==> src/rtl/instr_fetch_unit.sv <==
// Instruction fetch stage: owns the PC, issues one word fetch at a time to
// instruction memory, buffers returned words with their PCs in a small FIFO
// and hands the head to decode. A redirect flushes the buffer and marks any
// in-flight response to be discarded.
//
// state  | meaning
// -------+-------------------------------------------------------------
// REQ    | may issue a fetch for fetch_pc when the buffer has space
// WAIT   | one request outstanding, its response will be buffered
// DROP   | one request outstanding, its response is stale and discarded
module instr_fetch_unit #(
  parameter logic [31:0] RESET_PC   = 32'h0000_0000,
  parameter int          FIFO_DEPTH = 2
) (
  input  logic        clk,
  input  logic        reset_n,
  output logic        imem_req_valid,
  output logic [31:0] imem_req_addr,
  input  logic        imem_req_ready,
  input  logic        imem_rsp_valid,
  input  logic [31:0] imem_rsp_data,
  input  logic        redirect_valid,
  input  logic [31:0] redirect_pc,
  output logic        instr_valid,
  output logic [31:0] instrCode,
  output logic [31:0] instr_pc,
  input  logic        instr_ready
);

  localparam int AW = $clog2(FIFO_DEPTH);
  localparam int CW = AW + 1;
  localparam logic [CW-1:0] DEPTH_C = CW'(FIFO_DEPTH);

  localparam logic [1:0] ST_REQ  = 2'd0;
  localparam logic [1:0] ST_WAIT = 2'd1;
  localparam logic [1:0] ST_DROP = 2'd2;

  logic [1:0]    r_state;
  logic [31:0]   r_fetch_pc;
  logic [31:0]   r_req_pc;
  logic [CW-1:0] r_count;
  logic [AW-1:0] r_wr_ptr;
  logic [AW-1:0] r_rd_ptr;
  logic [31:0]   r_fifo_data [FIFO_DEPTH];
  logic [31:0]   r_fifo_pc   [FIFO_DEPTH];

  logic        w_req_valid;
  logic        w_handshake;
  logic        w_rsp_done;
  logic        w_push;
  logic        w_pop;
  logic        w_outstanding_next;
  logic [31:0] w_redirect_pc;

  // Handshake, push/pop and outstanding-request decode; requests depend on
  // registered state only.
  always_comb begin
    w_req_valid        = (r_state == ST_REQ) && (r_count < DEPTH_C);
    w_handshake        = w_req_valid && imem_req_ready;
    w_rsp_done         = (r_state != ST_REQ) && imem_rsp_valid;
    w_push             = (r_state == ST_WAIT) && imem_rsp_valid && !redirect_valid;
    w_pop              = (r_count != '0) && instr_ready;
    w_outstanding_next = w_handshake || ((r_state != ST_REQ) && !imem_rsp_valid);
    w_redirect_pc      = redirect_pc & 32'hFFFF_FFFC;
  end

  // Fetch FSM and PC tracking; redirect overrides normal sequencing.
  always_ff @(posedge clk) begin
    if (!reset_n) begin
      r_state    <= ST_REQ;
      r_fetch_pc <= RESET_PC;
      r_req_pc   <= 32'h0;
    end else if (redirect_valid) begin
      r_fetch_pc <= w_redirect_pc;
      r_state    <= w_outstanding_next ? ST_DROP : ST_REQ;
    end else begin
      case (r_state)
        ST_REQ: begin
          if (w_handshake) begin
            r_state    <= ST_WAIT;
            r_req_pc   <= r_fetch_pc;
            r_fetch_pc <= r_fetch_pc + 32'd4;
          end
        end
        ST_WAIT, ST_DROP: begin
          if (w_rsp_done) r_state <= ST_REQ;
        end
        default: r_state <= ST_REQ;
      endcase
    end
  end

  // Instruction buffer: circular FIFO of {pc, word}, flushed on redirect.
  always_ff @(posedge clk) begin
    if (!reset_n) begin
      r_count  <= '0;
      r_wr_ptr <= '0;
      r_rd_ptr <= '0;
      for (int i = 0; i < FIFO_DEPTH; i++) begin
        r_fifo_data[i] <= 32'h0;
        r_fifo_pc[i]   <= 32'h0;
      end
    end else if (redirect_valid) begin
      r_count  <= '0;
      r_wr_ptr <= '0;
      r_rd_ptr <= '0;
    end else begin
      if (w_push) begin
        r_fifo_data[r_wr_ptr] <= imem_rsp_data;
        r_fifo_pc[r_wr_ptr]   <= r_req_pc;
        r_wr_ptr              <= r_wr_ptr + AW'(1);
      end
      if (w_pop) r_rd_ptr <= r_rd_ptr + AW'(1);
      case ({w_push, w_pop})
        2'b10:   r_count <= r_count + CW'(1);
        2'b01:   r_count <= r_count - CW'(1);
        default: r_count <= r_count;
      endcase
    end
  end

  assign imem_req_valid = w_req_valid;
  assign imem_req_addr  = r_fetch_pc;
  assign instr_valid    = (r_count != '0);
  assign instrCode      = r_fifo_data[r_rd_ptr];
  assign instr_pc       = r_fifo_pc[r_rd_ptr];

endmodule

==> config.mk <==
export PLATFORM = sky130hd
export DESIGN_NAME = instr_fetch_unit
export DESIGN_NICKNAME = d
export VERILOG_FILES = /design/src/rtl/instr_fetch_unit.sv
export SDC_FILE = /design/constraint.sdc
export NUM_CORES = 1
export LEC_CHECK = 0
export BUFFER_PORTS_ARGS = -buffer_cell sky130_fd_sc_hd__buf_2
export CELL_PAD_IN_SITES_DETAIL_PLACEMENT = 0
export CELL_PAD_IN_SITES_GLOBAL_PLACEMENT = 2
export CORE_ASPECT_RATIO = 0.8
export CORE_MARGIN = 10
export CORE_UTILIZATION = 36
export DETAILED_ROUTE_END_ITERATION = 16
export MAX_ROUTING_LAYER = met4
export PLACE_DENSITY_LB_ADDON = 0.05
export SLEW_MARGIN = 5
export SYNTH_ARGS = -nofsm -noshare
export SYNTH_HDL_FRONTEND = slang
export SYNTH_SLANG_ARGS = --single-unit
==> constraint.sdc <==
create_clock -name clk -period 8.2 [get_ports clk]
set_clock_uncertainty 0.05 [all_clocks]
set_input_delay 2.46 -clock clk [delete_from_list [all_inputs] [get_ports clk]]
set_output_delay 2.46 -clock clk [all_outputs]
set_load 0.005 [all_outputs]
==> metrics.csv <==
metric,value,unit
cell area power density,200,nW/um^2
Synth Flop Type,edfxtp_1,
Setup crit end kind,flop,
Final Util,44.0,%
Mapped Cells,741,
post-synthesis mux area share,8.13,%
"top cells by area, synth","edfxtp_1, dfxtp_1, and2_1, mux2_2, nand2_1",
largest family of logic cells by synthesized area,simple AND/OR/NAND/NOR gates,
initial antenna violation count,0,
Post-synth EDFFs,124,
DP Wirelength,14.8,mm
ANT cells,0,
post_cts resized,0,
layout cells sized above 1,30.5,%
status,completed,
top-count cell post-synth,and2_1,
Peak VDD IR,103,uV
Fillers,2237,
Ys Warns,0,
cts hold-fix bufs,0,
Max Cap Violations,0,
Num CTS Buffers,17,
Post-Synth Adder-Cell Area,0.583,%
Post-Syn Area,8590,sq um
I/O Buffers,161,
Global Route Usage Sum,14.9,%
first-pass GRT wire length,34.3,mm
Final Hold Fails,0,
Initial DRC Count,260,
CP Max Fanout,63,
WS Path Type,in2reg,
footprint of the multi-input gates,3330,sq um
Yosys cell types,47,
clock root buffer,clkbuf_16,
Syn Area/Cell,11.6,sq um
DRC Markers,0,
vias in the first global route,6027,
CP Data Required Time,8.20,ns
number of nets in the layout,956,
xor and xnor fraction of the mapped netlist area,1.12,%
CP startpoint kind,input pin,
Final GP Congestion,0.774,
total gr overflow,0,
worst min path class,reg2reg,
LEAKAGE,4.06,nW
die area,30500,sq um
P&R area growth vs syn,20.1,%
via count,5951,
Final period util,57.5,%
final-report max-slew violation count,0,
Die Y,158,microns
RSZ-0062 raised after global routing,no,
Post-CTS Setup Bufs,0,
num ports,168,
Critical Path AT,4.72,ns
CTS tree,built,
core region area,23500,sq um
worst-case clock buffer depth,2,
fraction of registers with async set/reset,0,%
synthesized flop and latch total,191,
vias per std cell,4.93,
Synth top cells by count,"and2_1, edfxtp_1, nand2_1, dfxtp_1, mux2_2",
register area,5070,sq um
initial core utilization,36.6,%
row cnt,50,
H-tree depth,4,
post-synthesis sequential area ratio,59.0,%
worst-margin pin slew,1.12,ns
Yosys top cell by area,edfxtp_1,
worst rel slew slack,25.2,%
largest net degree at the start of global routing,64,
DR pass1 iterations,6,
Post-Synth Simple-Gate Area,20.5,%
maximum clock frequency,0.212,GHz
clock latency on the worst-skew pair,0.43,ns
setup ws final,3.49,ns
setup_tns,0,ns
top cell type's share of synthesized area,43.4,%
Routed Antenna Nets,0,
pre-CTS setup slack,3.00,ns
clock sinks,191,
final setup vio count,0,
final WL,22.2,mm
"Reg clk slew, reported paths",0.07,ns
routed length per instance,18.4,microns
Synth Area in Compound Gates,7.87,%
Die X,193,microns
minimum clock period,4.71,ns
## per-layer routing
metal  vias to the layer above  global-route usage (%)  wire length (microns)  part of all wire, %
met2                       151                    21.5                   9630                   43
li1                       2937                       -                      -                    -
met1                      2846                    20.4                  11100                   50
met4                         0                    3.87                    225                  1.0
met5                         -                       -                      0                    0
met3                        17                    3.78                   1280                  5.8
## cell families after synthesis
kind of cell / after synthesis
adder cells (fa/ha/maj): 4
AND/OR/NAND/NOR: 316
other: 1
flip-flops: 191
AO/OA/AOI/OAI: 99
buffers and inverters: 57
multiplexers: 62
XOR/XNOR: 11
## registers in the layout, indices dropped and copies added, names as in the netlist, named ones only
signal / count
imem_req_addr: 30
r_fifo_data: 64
r_fifo_pc: 60
r_count: 2
r_req_pc: 30
r_state: 2
r_rd_ptr: 1
r_wr_ptr: 1
## area by class of cell
cell class	count	share of cell area [%]
clock buffers	17	4.12
clock inverters	15	1.81
inverters	6	0.218
multi-input cells	496	32.3
flip-flops and latches	191	49.1
well taps	312	3.79
repair buffers	170	8.66
## through the flow
step           total power (W)  std cells  hold slack [ns]  area, sq um
6_report               0.00207       1207            0.421        10300
5_1_grt                0.00215       1207            0.453        10300
4_1_cts                0.00209       1206            0.423        10300
3_5_place_dp           0.00125       1174            0.413         9670
3_3_place_gp           0.00125       1174            0.411         9670
2_1_floorplan          0.00118        744            0.397         8600
## power by group
part           switching, W  internal (W)
registers         0.0000317       0.00106
logic             0.0000781     0.0000600
clock network      0.000421      0.000416
## worst paths after layout
path | start | to | slack (ns) | cells after the start
worst max register to register | r_state[1] | r_fifo_pc[1][24] | 5.42 | 6
worst max-delay path | redirect_valid | r_fifo_pc[1][24] | 3.49 | 6
worst min register to register | r_req_pc[24] | r_req_pc[24] | 0.42 | 2
worst min-delay path | r_req_pc[24] | r_req_pc[24] | 0.42 | 2
## critical path, stage by stage
cell and delay (ns):
buf_2 0.09, buf_4 0.25, and3b_1 0.29, and3_2 0.18, buf_4 0.49, nand2b_4 0.85
## cells in the final DEF, fill, tap and decap left out, drive strengths merged, types with 6 or more instances in the layout
master / Yosys / final
a211oi: 8 / 8
a21boi: 31 / 31
a21oi: 8 / 8
a31oi: 7 / 7
and2: 126 / 126
and4: 9 / 9
buf: 9 / 170
clkbuf: 42 / 17
clkinv: 1 / 9
dfxtp: 67 / 67
edfxtp: 124 / 124
inv: 5 / 12
mux2: 62 / 62
nand2: 80 / 80
nand2b: 7 / 7
nand3: 16 / 16
nand4: 12 / 12
nor2: 17 / 17
nor3: 9 / 9
nor4: 8 / 8
o211a: 6 / 6
o21ai: 27 / 27
or3: 8 / 8
xor2: 6 / 6
No activity file was read; power rests on OpenSTA's default activity.
